==> config.mk <==
export PLATFORM = sky130hd
export DESIGN_NAME = urv_pipe_ctrl
export DESIGN_NICKNAME = d
export VERILOG_FILES = /design/src/rtl/urv_pipe_ctrl.sv
export SDC_FILE = /design/constraint.sdc
export NUM_CORES = 1
export LEC_CHECK = 0
export ABC_AREA = 1
export CAP_MARGIN = 0
export CORE_ASPECT_RATIO = 1.5
export CORE_MARGIN = 2
export CORE_UTILIZATION = 47
export CTS_CLUSTER_SIZE = 30
export DETAILED_ROUTE_END_ITERATION = 6
export GPL_ROUTABILITY_DRIVEN = 0
export GPL_TIMING_DRIVEN = 0
export PLACE_DENSITY = 0.82
export REMOVE_ABC_BUFFERS = 1
export SLEW_MARGIN = 20
export SYNTH_ARGS = -nofsm -noshare
export SYNTH_HDL_FRONTEND = slang
export SYNTH_SLANG_ARGS = --single-unit
export TNS_END_PERCENT = 30
==> constraint.sdc <==
create_clock -name clk_i -period 1.8 [get_ports clk_i]
set_clock_uncertainty 0.2 [all_clocks]
set_input_delay 0.54 -clock clk_i [delete_from_list [all_inputs] [get_ports clk_i]]
set_output_delay 0.54 -clock clk_i [all_outputs]
set_load 0.005 [all_outputs]
==> src/rtl/urv_pipe_ctrl.sv <==
// Pipeline control: stall propagation, branch kill shadow, halt/drain FSM
// and saturating performance counters.
module urv_pipe_ctrl #(
  parameter int unsigned             g_num_stages      = 4,
  parameter int unsigned             g_branch_stage    = 2,
  parameter logic [g_num_stages-1:0] g_self_stall_mask = 4'b1010,
  parameter int unsigned             g_counter_width   = 32
) (
  input  logic                       clk_i,
  input  logic                       rst_i,
  input  logic [g_num_stages-1:0]    stall_req_i,
  input  logic [g_num_stages-1:0]    valid_i,
  input  logic                       bra_i,
  input  logic                       halt_req_i,
  input  logic                       resume_i,
  input  logic                       perf_clr_i,
  output logic [g_num_stages-1:0]    stall_o,
  output logic [g_num_stages-1:0]    kill_o,
  output logic                       fetch_hold_o,
  output logic                       halted_o,
  output logic [g_counter_width-1:0] stall_cnt_o,
  output logic [g_counter_width-1:0] kill_cnt_o
);

  localparam int unsigned LP_N = g_num_stages;
  localparam int unsigned LP_B = g_branch_stage;
  localparam int unsigned LP_W = g_counter_width;

  typedef enum logic [1:0] {ST_RUN, ST_DRAIN, ST_HALTED} state_t;

  state_t          r_state;
  state_t          w_next_state;
  logic            r_fetch_hold;
  logic            r_halted;
  logic            w_next_fetch_hold;
  logic            w_next_halted;
  logic [LP_B-1:0] r_bh;
  logic [LP_W-1:0] r_stall_cnt;
  logic [LP_W-1:0] r_kill_cnt;
  logic [LP_N-1:0] w_stall;
  logic [LP_N-1:0] w_kill;
  logic            w_drained;

  // A stage stalls for any later request, and for its own unless it absorbs it.
  for (genvar s = 0; s < LP_N; s++) begin : g_stall
    logic w_upper;
    if (s == LP_N - 1) begin : g_last
      assign w_upper = 1'b0;
    end else begin : g_mid
      assign w_upper = |stall_req_i[LP_N-1:s+1];
    end
    if (s == 0) begin : g_fetch
      assign w_stall[s] = w_upper | (stall_req_i[s] & ~g_self_stall_mask[s]) | r_fetch_hold;
    end else begin : g_other
      assign w_stall[s] = w_upper | (stall_req_i[s] & ~g_self_stall_mask[s]);
    end
  end

  // Stage s up to the branch stage is killed if the branch or any shadowed one hits it.
  for (genvar s = 0; s < LP_N; s++) begin : g_kill
    if (s == 0) begin : g_first
      assign w_kill[s] = bra_i;
    end else if (s <= LP_B) begin : g_shadow
      assign w_kill[s] = bra_i | (|r_bh[s-1:0]);
    end else begin : g_beyond
      assign w_kill[s] = 1'b0;
    end
  end

  // Fetch (stage 0) does not count towards the drain condition.
  assign w_drained = ((valid_i & ~LP_N'(1)) == '0);

  always_comb begin
    w_next_state = r_state;
    case (r_state)
      ST_RUN:    if (halt_req_i) w_next_state = ST_DRAIN;
      ST_DRAIN:  if (w_drained)  w_next_state = ST_HALTED;
      ST_HALTED: if (resume_i)   w_next_state = ST_RUN;
      default:                   w_next_state = ST_RUN;
    endcase
    w_next_fetch_hold = (w_next_state != ST_RUN);
    w_next_halted     = (w_next_state == ST_HALTED);
  end

  always_ff @(posedge clk_i) begin
    if (rst_i) begin
      r_state      <= ST_RUN;
      r_fetch_hold <= 1'b0;
      r_halted     <= 1'b0;
    end else begin
      r_state      <= w_next_state;
      r_fetch_hold <= w_next_fetch_hold;
      r_halted     <= w_next_halted;
    end
  end

  // Branch history advances only when the branch stage itself moves.
  always_ff @(posedge clk_i) begin
    if (rst_i) begin
      r_bh <= '0;
    end else if (!w_stall[LP_B]) begin
      r_bh <= LP_B'({r_bh, bra_i});
    end
  end

  always_ff @(posedge clk_i) begin
    if (rst_i || perf_clr_i) begin
      r_stall_cnt <= '0;
      r_kill_cnt  <= '0;
    end else begin
      if ((r_state == ST_RUN) && w_stall[0] && (r_stall_cnt != '1)) begin
        r_stall_cnt <= r_stall_cnt + LP_W'(1);
      end
      if (bra_i && (r_kill_cnt != '1)) begin
        r_kill_cnt <= r_kill_cnt + LP_W'(1);
      end
    end
  end

  assign stall_o      = w_stall;
  assign kill_o       = w_kill;
  assign fetch_hold_o = r_fetch_hold;
  assign halted_o     = r_halted;
  assign stall_cnt_o  = r_stall_cnt;
  assign kill_cnt_o   = r_kill_cnt;

endmodule

==> summary.txt, run 1 <==
CTS
  • CTS sink cnt: 70
  • Hold buffers post-CTS: 0
  • Clk Latency, worst-skew pair: 0.34 ns
  • CTS Buffer Depth: 2
  • Root Driver: clkbuf_16
  • Reg clk slew, reported paths: about 0.060 ns
  • CTS buffer count: 9
  • TritonCTS clock tree: built
  • CTS H-Tree Depth: 3

Yosys
  • Seq cells post-synth: 70
  • Mapped Cells: between 600 and 700
  • Synthesized area per cell: 6.22 um^2
  • Netlist cell types: 29
  • Post-Syn Area: 0.00421 mm^2
  • YS warnings: 0
  • Number of synthesized flops with an enable pin: 0
  • Post-synth top area share: 0.333
  • Synth async-reset ratio: 0
  • Top_reg_cell synth: dfxtp_1
  • Synth area leader: dfxtp_1
  • Top post-synthesis cells by area: dfxtp_1 (33%), nand2_1 (17%), nor2_1 (14%)
  • Post-synthesis sequential area ratio: 0.333

Timing
  • Final setup viols: 15
  • RSZ-0062 raised after global routing: true
  • Setup ws final: -0.0922 ns
  • Tcrit/Tclk final: 1.05
  • Final min period: 1.89 ns
  • Max Transition Viols Final: 0
  • Maximum achievable frequency: 528 MHz
  • Post-route setup TNS: -0.374 ns
  • Final hold slack: ~0.28 ns
  • Hold Fails Final Rpt: 0

Layout
  • Filler instances: 670
  • Final instance area: between 0.006 and 0.007 mm^2
  • Fin util: 0.706
  • Layout area overhead: 47.1%
  • Non-filler instance count after layout: 907
  • Fin nets: approximately 800
  • Share of cells above drive strength 1: 0.297
  • Diode count: 0
  • Register area: 0.00158 mm^2
  • Multi-input gate area: 0.00296 mm^2

Setup path
  • Critical Path AT: 1.15 ns
  • FF-to-FF End: stall_cnt_o[17]$_SDFFE_PP0P_
  • R2R depth: 8
  • Worst setup path start: bra_i
  • WP data required: 1.06 ns
  • CP endpoint kind: output pin
  • Reg2reg start: stall_cnt_o[14]$_SDFFE_PP0P_
  • Worst setup path endpoint: kill_o[2]
  • Crit-path max FO: 12
  • Flop2flop setup slack: -0.05 ns
  • CP Class: primary input to output pin
  • Startpoint Class: primary input

Run status
  • Status: finished with violations
  • Violated checks: negative setup slack

Placed design
  • Port-buffer cells: 84
  • Area after DPL: 0.00507 mm^2
  • Dpl cells: around 850
  • DP Wirelength: 8980 um
  • Place WS: -1.33 ns

Routing
  • Via/cell ratio: 5.79
  • DR pass1 iterations: 5
  • Routed WL per cell: 16.7 um
  • Routed Antenna Nets: 0
  • Number of DRC markers in iteration 0: 336
  • Via count: 5254
  • Wirelength, routed: 15100 um
  • # DRC: 0

Global routing
  • Largest net degree at the start of global routing: 28
  • First-pass GRT wire length: 21700 um
  • Aggregate global-route resource usage: 0.286
  • GRT Residual Overflow: 0
  • Initial antenna violation count: 0
  • Vias in the first global route: 4785

Die
  • Die extent in x: 81.3 um
  • Core Area: 0.00878 mm^2
  • Die Y: approximately 120 um
  • Die area: 0.00975 mm^2
  • Initial Util: 0.480
  • Row cnt: 42
  • IO Pins: a little under 90

Power
  • Sequential share of power: 0.434
  • Clock share of power: 0.498
  • Switching share of power: 0.236
  • Pwr/cell area: ~560 mW/mm^2
  • Internal power: 2.67 mW
  • Peak VDD IR: 0.464 mV
  • Pleak: 2.49 nW
  • Combinational power share: 0.069
  • Switch Pwr: roughly 0.83 mW
  • Total power: 3.50 mW

Worst hold path
  • HP Class: flip-flop to flip-flop

Job
  • Max Cap Viol: 0
[what timing repair did]
| action | 4_1_cts | 5_1_grt |
|---|---|---|
| gates cloned | 4 | 4 |
| hold endpoints to repair | 0 | 0 |
| pin swaps | 11 | 26 |
| buffers inserted | 13 | 20 |
| gates resized for setup | 228 | 92 |
| setup endpoints to repair | 136 | 70 |
[cells in the final DEF, fill, tap and decap left out, types with 15 or more instances in the layout]
master / n
a21oi_1: 41
buf_4: 21
dfxtp_2: 25
dfxtp_4: 40
dlygate4sd2_1: 67
inv_1: 34
nand2_1: 175
nand2_2: 18
nand3_1: 49
nand4_1: 15
nor2_1: 133
nor2_2: 25
nor2_4: 19
[cell usage after synthesis, types with 7 or more instances]
library cell	instances
nand2_1	188
nor2_1	161
dfxtp_1	70
a21oi_1	54
nand3_1	51
inv_1	42
nand4_1	15
nand2_2	10
nand3_2	10
nor2_2	9
o21ai_0	8
buf_2	7
[logic make-up after synthesis]
group,after synthesis,share of synthesized area
AOI/OAI and AO/OA,69,0.0844
xor gates and xnor gates,9,0.0187
adders and majority gates,2,0.00594
buffers and inverters,65,0.0761
DFF,70,0.333
other,1,0.000890
and+or+nand+nor,461,0.481
[registers in the layout (all words and copies together) (netlist names)]
signal	cells
kill_cnt_o	32
r_state	2
r_bh	2
halted_o	1
fetch_hold_o	1
stall_cnt_o	32
[cell type report]
cell class / instances / share of cell area
inverters: 44 / 0.0281
clock buffers: 11 / 0.0376
well taps: 110 / 0.0222
flip-flops and latches: 70 / 0.256
multi-input cells: 551 / 0.478
repair buffers: 116 / 0.171
clock inverters: 5 / 0.00808
[metal layers]
| metal | GRT usage | part of all wire |
|---|---|---|
| met2 | 0.508 | 0.52 |
| met3 | 0.0564 | 0.076 |
| met1 | 0.286 | 0.33 |
| met4 | 0.201 | 0.071 |
| met5 | 0 | 0 |
[worst min-delay path by stage]
stage	slack [ns]	to	from	cells after the start
floorplan	0.24	r_bh[1]$_SDFFE_PP0N_	r_bh[0]$_SDFFE_PP0N_	2
global placement	0.25	r_bh[1]$_SDFFE_PP0N_	r_bh[0]$_SDFFE_PP0N_	2
detailed placement	0.27	r_bh[1]$_SDFFE_PP0N_	r_bh[0]$_SDFFE_PP0N_	2
CTS	0.28	r_bh[1]$_SDFFE_PP0N_	r_bh[0]$_SDFFE_PP0N_	2
global route	0.30	r_bh[1]$_SDFFE_PP0N_	r_bh[0]$_SDFFE_PP0N_	2
finish	0.28	r_bh[1]$_SDFFE_PP0N_	r_bh[0]$_SDFFE_PP0N_	2
[power groups by stage]
stage	registers (mW)	clock network (mW)	logic [mW]
final	1.52	1.74	0.240
after global routing	1.52	1.82	0.259
after floorplan	1.60	0	0.0989
after global placement	1.60	0	0.187
after detailed placement	1.61	0	0.197
after CTS	1.52	1.76	0.223
[critical path, cell delays in order]
cell and delay [ns]:
buf_12 0.13, inv_6 0.06, nand2_2 0.04, or2_2 0.26
clkbuf_2 0.11
Note: power is estimated with default switching activity, not from simulation.
==> run 2, diff against run 1 <==
--- a/config.mk
+++ b/config.mk
@@ -8,13 +8,13 @@
 export ABC_AREA = 1
 export CAP_MARGIN = 0
 export CORE_ASPECT_RATIO = 1.5
-export CORE_MARGIN = 2
-export CORE_UTILIZATION = 47
+export CORE_MARGIN = 4
+export CORE_UTILIZATION = 56
 export CTS_CLUSTER_SIZE = 30
 export DETAILED_ROUTE_END_ITERATION = 6
 export GPL_ROUTABILITY_DRIVEN = 0
 export GPL_TIMING_DRIVEN = 0
-export PLACE_DENSITY = 0.82
+export PLACE_DENSITY = 0.91
 export REMOVE_ABC_BUFFERS = 1
 export SLEW_MARGIN = 20
 export SYNTH_ARGS = -nofsm -noshare
==> constraint.sdc (replaced) <==
create_clock -name clk_i -period 2.3 [get_ports clk_i]
set_clock_uncertainty 0.2 [all_clocks]
set_input_delay 0.69 -clock clk_i [delete_from_list [all_inputs] [get_ports clk_i]]
set_output_delay 0.69 -clock clk_i [all_outputs]
set_load 0.005 [all_outputs]
==> run 2 against run 1 <==
The flow now finishes without violations. Combinational power decreased by 23%. Total power decreased by 28%. First-iteration DRC count increased by 16%. Hold slack improved by 0.0093 ns. Non-clock buffer count decreased by 23. Global-route usage decreased by 0.52 points. Critical path depth decreased by 1. Clock-buffer cell count increased by 1. Setup slack improved by 0.11 ns. Wire length decreased by 16%. Sequential power decreased by 19%. Clock power decreased by 36%. Critical path type unchanged. Largest cell class unchanged.
==> summary.txt, run 2 (synthesized netlist as in run 1, its figures left out) <==
Timing
  • Max Transition Viols Final: 0 (unchanged)
  • Maximum achievable frequency: 439 MHz
  • Tcrit/Tclk final: 0.991
  • Rel. slew slack: 0.565
  • Slew at the pin closest to its max-slew limit: approximately 0.65 ns
  • Post-route setup TNS: 0 ns (+0.374 ns)
  • Final min period: approximately 2.3 ns
  • Final setup viols: 0 (-15)
  • Setup ws final: 0.0199 ns (+0.112 ns)
  • RSZ-0062 raised after global routing: true
  • Hold Fails Final Rpt: 0 (unchanged)

Die
  • Initial Util: 0.579 (+0.0991)
  • Die extent in x: 78.8 um (-3.1%)
  • Die area: 0.00900 mm^2 (-7.7%)
  • Die Y: 114 um (-4.8%)
  • Row cnt: 38 (-9.5%)
  • IO Pins: 88 (unchanged)
  • Core Area: 0.00727 mm^2 (-17%)

Layout
  • Fin nets: 778 (-3.7%)
  • Layout area overhead: 28.8%
  • Share of cells above drive strength 1: 0.104 (-0.193)
  • Leading cell type in the layout, fill and taps excluded: nand2_1
  • Final instance area: 0.00543 mm^2 (-12%)
  • Diode count: 0 (unchanged)
  • Non-filler instance count after layout: 867 (-4.4%)
  • Most frequent cells in the layout: nand2_1 (185), nor2_1 (158), clkdlybuf4s50_1 (74)

Run status
  • Status: completed

Global routing
  • Vias in the first global route: 4628 (-3.3%)
  • Initial antenna violation count: 0 (unchanged)
  • Routing usage on met3: 0.0591 (+0.00266)
  • First-pass GRT wire length: 20200 um (-6.7%)
  • Aggregate global-route resource usage: 0.280 (-0.00523)
  • Largest net degree at the start of global routing: 32 (+14%)
  • Met2 usage: 0.510 (+0.00224)
  • GRT Residual Overflow: 0 (unchanged)
  • GRT busiest layer: met2
  • Met1 global-route usage: 0.282 (-0.00388)

Setup path
  • WP data required: 1.41 ns (+0.35 ns)
  • Critical Path AT: 1.39 ns (+0.24 ns)
  • Reg2reg start: kill_cnt_o[1]$_SDFFE_PP0P_
  • Most used cell, CP: dlygate4sd2_1
  • Crit path max-delay family: buffers and inverters
  • CP Class: primary input to output pin
  • Crit-path max FO: 2 (-10)
  • Cell Chain, Critical Path: dlygate4sd2_1, nor2_4, inv_1, dlygate4sd2_1
  • CP endpoint kind: output pin
  • Worst path bufs/invs: 3 (unchanged)
  • Worst setup path start: stall_req_i[2]
  • Critical Path Max Stage Delay: 0.26 ns (about the same)
  • Crit path max-delay cell type: dlygate4sd2_1
  • Startpoint Class: primary input

CTS
  • CTS sink cnt: 70 (unchanged)
  • Clk Latency, worst-skew pair: 0.36 ns (+0.02 ns)
  • CTS Buffer Depth: 2 (unchanged)
  • CTS H-Tree Depth: 3 (unchanged)
  • TritonCTS clock tree: built
  • Root Driver: clkbuf_8
  • Hold buffers post-CTS: 0 (unchanged)
  • CTS buffer count: 9 (unchanged)
  • Reg clk slew, reported paths: 0.07 ns (about the same)

Power
  • Pleak: 1.77 nW (-29%)
  • Pwr/cell area: 464 mW/mm^2 (-18%)
  • Switch Pwr: 0.579 mW (-30%)
  • Sequential share of power: 0.488 (+0.054)
  • Total power: 2.52 mW (-28%)
  • Internal power: 1.94 mW (-27%)
  • Combinational power share: 0.073 (+0.004)
  • Clock share of power: 0.439 (-0.059)
  • Switching share of power: 0.230 (-0.00614)
  • Peak VDD IR: 0.503 mV (+8.5%)

Placed design
  • Port-buffer cells: 84 (unchanged)
  • Area after DPL: 0.00506 mm^2 (-0.25%)
  • DP Wirelength: 9060 um (+0.90%)
  • Dpl cells: 842 (-1.2%)
  • Place WS: -1.11 ns (+0.215 ns)

Routing
  • Via count: 4876 (-7.2%)
  • Wirelength, routed: 12700 um (-16%)
  • Routed WL per cell: 14.7 um (-12%)
  • DR pass1 iterations: 7 (+2)
  • Via/cell ratio: 5.62 (-2.9%)
  • Number of DRC markers in iteration 0: 389 (+16%)
  • # DRC: 0 (unchanged)
  • Routed Antenna Nets: 0 (unchanged)

Job
  • Max Cap Viol: 0 (unchanged)

Worst hold path
  • Min-delay src: r_bh[0]$_SDFFE_PP0N_
  • HP Class: flip-flop to flip-flop
## run 2: cell types whose count changed in the layout (fill, tap and decap cells not counted), sizes merged, moves of 2 or more
cell,delta
nand2,-2
clkdlybuf4s50,+68
clkinv,-2
dlygate4sd2,-62
clkbuf,-2
nand3b,-5
buf,-26
## run 2: worst paths after layout
check / end / slack [ns] / cells after the start
max: stall_o[1] / 0.02 / 4
min: r_bh[1]$_SDFFE_PP0N_ / 0.29 / 2
max reg2reg: kill_cnt_o[22]$_SDFFE_PP0P_ / 0.16 / 8
min reg2reg: r_bh[1]$_SDFFE_PP0N_ / 0.29 / 2
## run 2: timing repair
| action | 4_1_cts | 5_1_grt |
|---|---|---|
| gates cloned | 0 | 1 |
| endpoints found under the setup margin | 40 | 45 |
| pin swaps | 3 | 3 |
| gates resized for setup | 27 | 20 |
| setup buffers | 4 | 4 |
## run 2: power groups by stage
stage / combinational, mW / clock [mW] / sequential [mW]
5_1_grt: 0.202 / 1.17 / 1.23
4_1_cts: 0.156 / 1.11 / 1.23
6_report: 0.185 / 1.11 / 1.23
3_5_place_dp: 0.153 / 0 / 1.26
2_1_floorplan: 0.0774 / 0 / 1.26
3_3_place_gp: 0.146 / 0 / 1.26
## run 2: routing by layer
layer,part of all wire,vias to the layer above
li1,-,2345
met1,0.34,2192
met2,0.53,266
met3,0.072,73
met4,0.060,0
met5,0,-
## run 2: area by class of cell
class	count	area [um^2]
Inverter	44	176
Sequential cell	70	1410
Clock buffer	12	145
Clock inverter	4	70.1
Multi-Input combinational cell	544	2570
Tap cell	100	125
Timing Repair Buffer	93	933
Fill cell	582	1850
## run 2: per-stage QoR
stage,utilization,hold slack (ns)
6_report,0.746,0.287
5_1_grt,0.746,0.345
4_1_cts,0.731,0.289
3_5_place_dp,0.696,0.273
3_3_place_gp,0.691,0.249
2_1_floorplan,-,0.240
## run 2: worst reg2reg max path: stages, from the launching register on
cell	delay (ns)
dfxtp_1	0.42
ha_1	0.25
nand3_1	0.11
nor2_2	0.18
nand2_1	0.15
nor2_1	0.45
nand4_1	0.15
nand2_1	0.10
nor2_1	0.05
